===== src/rtl/rvvi_host_cmd_rx_pkg.sv =====
// Shared definitions for the RVVI host command receiver: default addressing,
// command codes, word-index constants, FSM state and command decode.
package rvvi_host_cmd_rx_pkg;

  localparam logic [47:0] DEF_DEV_MAC    = 48'h5402_1111_6843;
  localparam logic [47:0] DEF_HOST_MAC   = 48'h8f54_0000_1654;
  localparam logic [15:0] DEF_ETHER_TYPE = 16'h005c;

  // Command text, stored in the order the bytes arrive on the wire ("trigin", "slowme").
  localparam logic [47:0] CMD_TRIGGER_CODE = 48'h6e69_6769_7274;
  localparam logic [47:0] CMD_SLOW_CODE    = 48'h656d_776f_6c73;

  localparam logic [2:0] W_DST_LO = 3'd0;
  localparam logic [2:0] W_MIX    = 3'd1;
  localparam logic [2:0] W_SRC_HI = 3'd2;
  localparam logic [2:0] W_ETYPE  = 3'd3;
  localparam logic [2:0] W_CMD    = 3'd4;
  localparam logic [2:0] W_ARG    = 3'd5;
  localparam logic [2:0] W_SAT    = 3'd6;

  localparam logic [15:0] CNT_MAX = 16'hFFFF;

  typedef enum logic [1:0] {
    ST_IDLE,
    ST_HDR,
    ST_CMD,
    ST_DRAIN
  } rx_state_e;

  typedef enum logic [1:0] {
    CMD_UNKNOWN,
    CMD_TRIGGER,
    CMD_SLOW
  } cmd_e;

  function automatic cmd_e decode_cmd(input logic [47:0] cmd);
    if (cmd == CMD_TRIGGER_CODE)   return CMD_TRIGGER;
    else if (cmd == CMD_SLOW_CODE) return CMD_SLOW;
    else                           return CMD_UNKNOWN;
  endfunction

endpackage


===== src/rtl/rvvi_host_cmd_rx_sat_counter.sv =====
// 16-bit event counter that sticks at its maximum instead of wrapping.
module rvvi_sat_counter
  import rvvi_host_cmd_rx_pkg::*;
(
  input  logic        clk,
  input  logic        reset,
  input  logic        i_inc,
  output logic [15:0] o_count
);

  logic [15:0] r_count;

  // NOTE: clocked state uses non-blocking assignments so every flop samples
  // pre-edge values regardless of process ordering.
  always_ff @(posedge clk or posedge reset) begin
    if (reset) begin
      r_count <= '0;
    end else if (i_inc && (r_count != CNT_MAX)) begin
      r_count <= r_count + 16'd1;
    end
  end

  assign o_count = r_count;

endmodule


===== src/rtl/rvvi_host_cmd_rx.sv =====
// Receives host command frames from the MAC AXI stream and emits trigger /
// slow-down pulses. Frame statistics are built only when RVVI_RX_STATS_EN is defined.
module rvvi_host_cmd_rx
  import rvvi_host_cmd_rx_pkg::*;
#(
  parameter logic [47:0] DEV_MAC    = DEF_DEV_MAC,
  parameter logic [47:0] HOST_MAC   = DEF_HOST_MAC,
  parameter logic [15:0] ETHER_TYPE = DEF_ETHER_TYPE
) (
  input  logic        clk,
  input  logic        reset,
  input  logic [31:0] RvviAxiRdata,
  input  logic [3:0]  RvviAxiRstrb,
  input  logic        RvviAxiRvalid,
  input  logic        RvviAxiRlast,
  input  logic        RvviAxiRuser,
  output logic        RvviAxiRready,
  output logic        TriggerPulse,
  output logic        SlowPulse,
  output logic [31:0] HostFillAmt,
  output logic [15:0] FrameCount,
  output logic [15:0] DropCount
);

  rx_state_e   r_state;
  logic [2:0]  r_widx;
  logic        r_drop;
  logic [47:0] r_cmd;
  logic [31:0] r_arg;
  logic        r_trigger_pulse;
  logic        r_slow_pulse;
  logic [31:0] r_host_fill;

  logic        w_ready;
  logic        w_beat;
  logic        w_last;
  logic [31:0] w_exp_word;
  logic [31:0] w_exp_mask;
  logic        w_hdr_bad;
  logic        w_strb_bad;
  logic        w_drop_now;
  logic        w_hdr_passed;
  logic [31:0] w_arg;
  cmd_e        w_cmd_kind;
  logic        w_accept;

  // Ready is held low only by reset; the receiver never back-pressures.
  assign w_ready = ~reset;

  // NOTE: every always_comb output gets a default first so no path leaves a
  // signal unassigned and infers a latch.
  always_comb begin
    w_exp_word = '0;
    w_exp_mask = '0;
    case (r_widx)
      W_DST_LO: begin w_exp_word = DEV_MAC[31:0];                   w_exp_mask = 32'hFFFF_FFFF; end
      W_MIX:    begin w_exp_word = {HOST_MAC[15:0], DEV_MAC[47:32]}; w_exp_mask = 32'hFFFF_FFFF; end
      W_SRC_HI: begin w_exp_word = HOST_MAC[47:16];                  w_exp_mask = 32'hFFFF_FFFF; end
      W_ETYPE:  begin w_exp_word = {16'h0000, ETHER_TYPE};           w_exp_mask = 32'h0000_FFFF; end
      default:  begin w_exp_word = '0;                               w_exp_mask = '0;            end
    endcase
  end

  assign w_beat     = RvviAxiRvalid & w_ready;
  assign w_last     = w_beat & RvviAxiRlast;
  assign w_hdr_bad  = ((RvviAxiRdata ^ w_exp_word) & w_exp_mask) != 32'h0;
  // A short final beat is normal only in the padding after the argument word.
  assign w_strb_bad = (RvviAxiRstrb != 4'hF) && (!RvviAxiRlast || (r_widx <= W_ARG));
  assign w_drop_now = r_drop | w_hdr_bad | w_strb_bad;

  assign w_hdr_passed = (r_state == ST_CMD) || (r_state == ST_DRAIN);
  assign w_arg        = (r_widx == W_ARG) ? RvviAxiRdata : r_arg;
  assign w_cmd_kind   = decode_cmd(r_cmd);
  assign w_accept     = w_last && !w_drop_now && w_hdr_passed && (r_widx >= W_ARG) &&
                        !RvviAxiRuser && (w_cmd_kind != CMD_UNKNOWN);

  always_ff @(posedge clk or posedge reset) begin
    if (reset) begin
      r_state <= ST_IDLE;
      r_widx  <= '0;
      r_drop  <= 1'b0;
      r_cmd   <= '0;
      r_arg   <= '0;
    end else if (w_beat) begin
      case (r_widx)
        W_ETYPE: r_cmd[15:0]  <= RvviAxiRdata[31:16];
        W_CMD:   r_cmd[47:16] <= RvviAxiRdata;
        W_ARG:   r_arg        <= RvviAxiRdata;
        default: ;
      endcase

      if (RvviAxiRlast) begin
        r_state <= ST_IDLE;
        r_widx  <= '0;
        r_drop  <= 1'b0;
      end else begin
        if (r_widx != W_SAT) r_widx <= r_widx + 3'd1;
        r_drop <= w_drop_now;
        case (r_state)
          ST_IDLE:  r_state <= w_drop_now ? ST_DRAIN : ST_HDR;
          ST_HDR: begin
            if (w_drop_now)               r_state <= ST_DRAIN;
            else if (r_widx == W_ETYPE)   r_state <= ST_CMD;
          end
          ST_CMD: begin
            if (w_drop_now || (r_widx == W_ARG)) r_state <= ST_DRAIN;
          end
          default:  r_state <= ST_DRAIN;
        endcase
      end
    end
  end

  // Pulses are registered from the Rlast beat, so a following frame cannot cancel them.
  always_ff @(posedge clk or posedge reset) begin
    if (reset) begin
      r_trigger_pulse <= 1'b0;
      r_slow_pulse    <= 1'b0;
      r_host_fill     <= '0;
    end else begin
      r_trigger_pulse <= w_accept && (w_cmd_kind == CMD_TRIGGER);
      r_slow_pulse    <= w_accept && (w_cmd_kind == CMD_SLOW);
      if (w_accept && (w_cmd_kind == CMD_SLOW)) r_host_fill <= w_arg;
    end
  end

  assign RvviAxiRready = w_ready;
  assign TriggerPulse  = r_trigger_pulse;
  assign SlowPulse     = r_slow_pulse;
  assign HostFillAmt   = r_host_fill;

`ifdef RVVI_RX_STATS_EN
  logic w_frame_inc;
  logic w_drop_inc;

  assign w_frame_inc = w_accept;
  assign w_drop_inc  = w_last & ~w_accept;

  rvvi_sat_counter u_frame_cnt (
    .clk     (clk),
    .reset   (reset),
    .i_inc   (w_frame_inc),
    .o_count (FrameCount)
  );

  rvvi_sat_counter u_drop_cnt (
    .clk     (clk),
    .reset   (reset),
    .i_inc   (w_drop_inc),
    .o_count (DropCount)
  );
`else
  assign FrameCount = '0;
  assign DropCount  = '0;
`endif

endmodule

===== config.mk =====
export PLATFORM = sky130hd
export DESIGN_NAME = rvvi_host_cmd_rx
export DESIGN_NICKNAME = d
export VERILOG_FILES = /design/src/rtl/rvvi_host_cmd_rx_pkg.sv /design/src/rtl/rvvi_host_cmd_rx_sat_counter.sv /design/src/rtl/rvvi_host_cmd_rx.sv
export SDC_FILE = /design/constraint.sdc
export NUM_CORES = 1
export LEC_CHECK = 0
export CORE_MARGIN = 2
export CORE_UTILIZATION = 50
export CTS_BUF_LIST = sky130_fd_sc_hd__clkbuf_8
export DETAILED_ROUTE_END_ITERATION = 10
export PLACE_DENSITY = 0.77
export SLEW_MARGIN = 20
export SYNTH_ARGS = -nofsm -noshare
export SYNTH_HDL_FRONTEND = slang
export SYNTH_HIERARCHICAL = 1
export SYNTH_SLANG_ARGS = --single-unit

===== constraint.sdc =====
create_clock -name clk -period 5.2 [get_ports clk]
set_input_delay 1.04 -clock clk [delete_from_list [all_inputs] [get_ports clk]]
set_output_delay 1.04 -clock clk [all_outputs]
set_load 0.02 [all_outputs]

# After elaboration in Yosys (flattened, before gate mapping)
# Cells that the tools add are included.
# totals
ff_bits	120
inputBits	41
output_inout_bits	67
elab_cells	73
# classes
addsub	1
order_cmp	2
eq_ne	16
n_mux	14
n_bitwise	7
n_reduce_logical	24
# op_table
operator	n
$pmux W32 S4	1
$eq A48 B47 Y1 const B	2
$pmux W32 S2	1
$and A32 B32 Y32	1
$mux W32	1
$reduce_bool A32 Y1	1
$xor A32 B32 Y32	1
$mux W2	7
$logic_and A1 B1 Y1	8
$ne A4 B4 Y1 const B	2
$eq A2 B2 Y1 const B	3
$eq A3 B2 Y1 const B	2
$eq A3 B3 Y1 const B	2
$mux W3	2
$pmux W2 S3	1
$reduce_and A2 Y1	3
$eq A2 B1 Y1 const B	2
$reduce_bool A2 Y1	2
$add A3 B1 Y3 const B	1
$eq A3 B1 Y1 const B	1
$ge A3 B3 Y1 const B	1
$le A3 B3 Y1 const B	1
$logic_not A1 Y1	3
$logic_not A3 Y1	1
10 further kinds	14

# Depth between registers and ports, before layout
# depth
ltp_word	14
mapped_depth	10
mapped_depth_nobuf	8

# Worst setup path before layout
# Ideal clock, no wire load.
# synth_timing
path_kind	input -> register
from	in reset
to	reg r_host_fill[10], in the netlist HostFillAmt[10]
setup_time_ns	0.127
arrival_ns	5.605
required_ns	5.073
path_slack_ns	-0.533
cell_stages	7
n_path_buf	1
cell_sequence	inv_1 nand2_1 nor4_1 nand4_1 nor4b_4 buf_6 mux2_1
# synth_via
elab_chain_cells	9
# synth_lines
item	line_no	source
from (decl)	rvvi_host_cmd_rx.sv:11	input logic reset,
$not A1 Y1	rvvi_host_cmd_rx.sv:48	assign w_ready = ~reset;
$and A1 B1 Y1	rvvi_host_cmd_rx.sv:64	assign w_beat = RvviAxiRvalid & w_ready;
$and A1 B1 Y1	rvvi_host_cmd_rx.sv:65	assign w_last = w_beat & RvviAxiRlast;
$logic_and A1 B1 Y1 (4 in a row)	rvvi_host_cmd_rx.sv:74	assign w_accept = w_last && !w_drop_now && w_hdr_passed && (r_widx >= W_ARG) &&
$logic_and A1 B1 Y1	rvvi_host_cmd_rx.sv:75	!RvviAxiRuser && (w_cmd_kind != CMD_UNKNOWN);
$logic_and A1 B1 Y1	rvvi_host_cmd_rx.sv:123	if (w_accept && (w_cmd_kind == CMD_SLOW)) r_host_fill <= w_arg;
to (signal assigned)	rvvi_host_cmd_rx.sv:123	
to (decl)	rvvi_host_cmd_rx.sv:32	logic [31:0] r_host_fill;
# No other way between the ends.
# A chain may end at the register's enable or synchronous reset.

# Worst setup path after layout
# layout_timing
from	in RvviAxiRdata[7]
to	reg r_host_fill[29], in the netlist HostFillAmt[29]
# layout_via
elab_chain_cells	12
# layout_lines
item	line_no	source
from (decl)	rvvi_host_cmd_rx.sv:12	input logic [31:0] RvviAxiRdata,
$xor A32 B32 Y32	rvvi_host_cmd_rx.sv:66	assign w_hdr_bad = ((RvviAxiRdata ^ w_exp_word) & w_exp_mask) != 32'h0;
$and A32 B32 Y32	rvvi_host_cmd_rx.sv:66	
$reduce_bool A32 Y1	rvvi_host_cmd_rx.sv:66	
$or A1 B1 Y1 (2 in a row)	rvvi_host_cmd_rx.sv:69	assign w_drop_now = r_drop | w_hdr_bad | w_strb_bad;
$logic_not A1 Y1	rvvi_host_cmd_rx.sv:74	
$logic_and A1 B1 Y1 (4 in a row)	rvvi_host_cmd_rx.sv:74	
$logic_and A1 B1 Y1	rvvi_host_cmd_rx.sv:75	
$logic_and A1 B1 Y1	rvvi_host_cmd_rx.sv:123	
# No other way between the ends.

==> impl_summary.log <==
[metrics] total CTS buffers: 17
[metrics] net count reported at finish: 551
[metrics] Yosys cell types: 46
[metrics] later-pin clock latency in the skew report: 0.43 ns
[metrics] Cells after DPL: 626
[metrics] number of port buffers: 75
[metrics] max_cap viols: 0
[metrics] Cell Chain, Critical Path: clkdlybuf4s50_1, or4_1, a211oi_2, o221ai_1, o31ai_1, nor4b_4, buf_12, mux2_2
[metrics] pin count of the biggest net entering global routing: 72
[metrics] FILL cells: 867
[metrics] total leakage power: 3.180 nW
[metrics] Worst Setup Start Kind: primary input
[metrics] Die Y-Extent: 110.6 um
[metrics] Mapped Cells: 422
[metrics] number of rows created at floorplan: 38
[metrics] worst stage delay on the critical path: 0.57 ns
[metrics] post-CTS setup buffer count: 0
[metrics] run status: finished clean
[metrics] number of gates given a new drive strength after cts: 0
[metrics] Ant. Diodes: 0
[metrics] number of H-tree branching levels: 4
[metrics] met3 routing resource usage after global routing: 4.720%
[metrics] Worst Path Class, Setup: in2reg
[metrics] placed wire-length estimate: 8454 um
[metrics] GR Layer Usage met2: 33.91%
[metrics] wire length of the first global-routing pass: 19690 um
[metrics] Max Slew Vio Count: 0
[metrics] CTS root buffer: sky130_fd_sc_hd__clkbuf_8
[metrics] Hold Worst Slack: 0.4863 ns
[metrics] post-synthesis instance area: 0.005684 mm2
[metrics] Die Area: 0.01224 mm2
[metrics] clock sink total: 120
[metrics] fmax: 282.9 MHz
[metrics] Slew headroom: 41.36%
[metrics] area added between synthesis and finish: 19.85%
[metrics] core occupancy in the finished layout: 62.03%
[metrics] Sum Neg Setup Slack: 0 ns
[metrics] post-route insts no fill: 657
[metrics] total power density per cell area: 386.3 mW/mm2
[metrics] Crit path max-delay family: simple AND/OR/NAND/NOR gates
[metrics] detail-routed net length per standard cell: 18.28 um
[metrics] setup repair after global routing missed its margin: false
[metrics] Slew @ Worst Pin: 0.8795 ns
[metrics] core outline area: 0.01098 mm2
[metrics] biggest fanout along the worst timing path: 29
[metrics] TritonRoute pass-1 iters: 5
[metrics] initial antenna violation count: 0
[metrics] starting utilization of the core area: 51.75%
[metrics] buffers from clock root to sink, at most: 2
[metrics] total power of the final layout: 2.632 mW
[metrics] total wire length after detailed routing: 12010 um
[metrics] capturing element type of the critical path: flip-flop
[metrics] residual overflow from global routing: 0
[metrics] average size of a mapped cell: 13.47 um2
[metrics] register clock-pin slew on the reported worst setup and hold paths: 0.06 ns
[metrics] share of the clock period used by the worst path: 67.97%
[metrics] number of setup violations in the final report: 0
[metrics] via count of the first global-routing pass: 3808
[metrics] fraction of final layout cells with drive strength greater than 1: 30.17%
[metrics] register area: 0.003003 mm2
[metrics] CP max stage cell: sky130_fd_sc_hd__or4_1
[metrics] Post-route DRC: 0
[metrics] Horiz. Die Dim: 110.6 um
[metrics] part of the Yosys area used for sequential elements: 52.83%
[metrics] synthesized flop and latch total: 120
[metrics] Post-DRT Antenna Nets: 0
[metrics] endpoint arrival time on the critical path: 3.85 ns
[metrics] final hold violation count: 0
[metrics] global router's overall resource usage: 20.52%
[metrics] highest-count cells in the layout ignoring fill and taps: 120 x sky130_fd_sc_hd__dfrtp_1, 115 x sky130_fd_sc_hd__mux2_2, 75 x sky130_fd_sc_hd__clkdlybuf4s50_1, 32 x sky130_fd_sc_hd__conb_1, 29 x sky130_fd_sc_hd__mux2_1
[metrics] multi-input combinational cell area: 0.002452 mm2
[metrics] number of enable flip-flop cells after synthesis: 0
[metrics] peak supply drop: 0.1846 mV
[metrics] detailed router's first-iteration violation count: 199
[metrics] number of buffers and inverters on the critical path: 2
[metrics] time the final worst path needs with I/O delays and setup: 3.535 ns
[metrics] GR Layer Usage met1: 26.24%
[metrics] Data required, critical path: 5.52 ns
[metrics] Final Skew: 0.008544 ns
[metrics] synthesis warning total: 6
[metrics] clock tree from TritonCTS: yes
[metrics] dominant synthesized flop cell: sky130_fd_sc_hd__dfrtp_1
[metrics] DR vias: 3606
[metrics] most common cell after layout, fill and taps aside: sky130_fd_sc_hd__dfrtp_1
[metrics] weighted congestion at the end of routability-driven global placement: 0.8480
[metrics] Top Usage Layer GRT: met2
[metrics] post-synthesis async set-or-reset flop share: 100.0%
[metrics] worst min-delay path class: reg2reg
[metrics] post-detailed-route via-to-cell ratio: 5.489
[metrics] number of hold buffers added after cts: 0
[metrics] count of pins on the block boundary: 108
## final cells by class
cell class                 count  area share, %
sequential                   120          44.08
tap                          140          2.571
inverter                       5         0.3306
multi-input combinational    279          36.00
timing repair buffer          82          11.97
clock buffer                  21          4.242
clock inverter                10         0.8081
## Yosys cell counts, types with 2 or more instances
cell	n	share of area [%]
sky130_fd_sc_hd__o21a_1	3	0.40
sky130_fd_sc_hd__buf_6	3	0.59
sky130_fd_sc_hd__clkbuf_1	10	0.66
sky130_fd_sc_hd__and4_1	2	0.31
sky130_fd_sc_hd__nor2b_1	2	0.22
sky130_fd_sc_hd__nor2_1	13	0.86
sky130_fd_sc_hd__nor4b_1	5	0.77
sky130_fd_sc_hd__ha_1	5	1.1
sky130_fd_sc_hd__nor3_1	4	0.35
sky130_fd_sc_hd__dfrtp_1	120	53
sky130_fd_sc_hd__nand4b_1	5	0.77
sky130_fd_sc_hd__nand4_1	5	0.55
sky130_fd_sc_hd__nand2_1	11	0.73
sky130_fd_sc_hd__mux2_2	115	23
sky130_fd_sc_hd__and2_1	2	0.22
sky130_fd_sc_hd__buf_4	32	4.2
sky130_fd_sc_hd__mux2_1	29	5.7
sky130_fd_sc_hd__nor4_1	7	0.77
sky130_fd_sc_hd__a21oi_1	3	0.26
sky130_fd_sc_hd__nand3b_1	2	0.26
sky130_fd_sc_hd__inv_1	5	0.33
sky130_fd_sc_hd__nand3_1	7	0.62
sky130_fd_sc_hd__o31ai_1	2	0.26
sky130_fd_sc_hd__or4_1	2	0.26
sky130_fd_sc_hd__o21ai_0	3	0.26
sky130_fd_sc_hd__buf_1	4	0.26
sky130_fd_sc_hd__nor3b_1	2	0.26
## worst paths after layout
path                                  from               to  slack [ns]  depth (start not counted)
min                        HostFillAmt[26]  HostFillAmt[26]        0.49                          1
max reg2reg                      r_widx[0]  HostFillAmt[29]        1.88                          9
min reg2reg                HostFillAmt[26]  HostFillAmt[26]        0.49                          1
max                        RvviAxiRdata[7]  HostFillAmt[29]        1.67                          8
min in group asynchronous            reset        SlowPulse        1.22                          3
max in group asynchronous            reset        r_arg[10]        3.30                          3
## cells by family (layout without fill, tap and decap cells)
family          after synthesis  after routing  synth area share [%]
compound gates               23             23                 3.214
xor+xnor                      1              1                0.1541
fa+ha+maj                     5              5                 1.101
buf+inv                      54            118                 6.075
flops                       120            120                 52.83
mux                         145            145                 28.70
other cells                   1             32               0.06597
simple gates                 73             73                 7.858
## flip-flops by register name (all words and copies together), names as in the netlist
| name | flops |
|---|---|
| TriggerPulse | 1 |
| r_drop | 1 |
| HostFillAmt | 32 |
| r_state | 2 |
| SlowPulse | 1 |
| r_cmd | 48 |
| r_widx | 3 |
| r_arg | 32 |
## power breakdown
part	internal [mW]	total [mW]	switching, mW
clock	0.369	0.719	0.350
sequential	1.19	1.35	0.157
combinational	0.341	0.561	0.220
total	1.90	2.63	0.728
## worst reg2reg max path, cell delays in order, from the launching register on
cell,delay (ns)
sky130_fd_sc_hd__dfrtp_1,0.47
sky130_fd_sc_hd__inv_1,0.12
sky130_fd_sc_hd__ha_1,0.21
sky130_fd_sc_hd__nor2b_1,0.49
sky130_fd_sc_hd__and4_1,0.28
sky130_fd_sc_hd__o221ai_1,0.13
sky130_fd_sc_hd__o31ai_1,0.35
sky130_fd_sc_hd__nor4b_4,0.51
sky130_fd_sc_hd__buf_12,0.28
sky130_fd_sc_hd__mux2_2,0.37
## per-stage QoR
| stage | setup slack, ns | area (um2) |
|---|---|---|
| 2_1_floorplan | 0.9711 | 5804 |
| 3_3_place_gp | 1.229 | 6469 |
| 3_5_place_dp | 1.221 | 6469 |
| 4_1_cts | 1.649 | 6813 |
| 5_1_grt | 1.506 | 6813 |
| 6_report | 1.665 | 6813 |
## per-layer routing
layer / vias up / routed length, um
met4: 0 / 262
li1: 1632 / -
met5: - / 0
met2: 100 / 6017
met3: 22 / 406
met1: 1852 / 5324
Note: power is estimated with default switching activity, not from simulation.
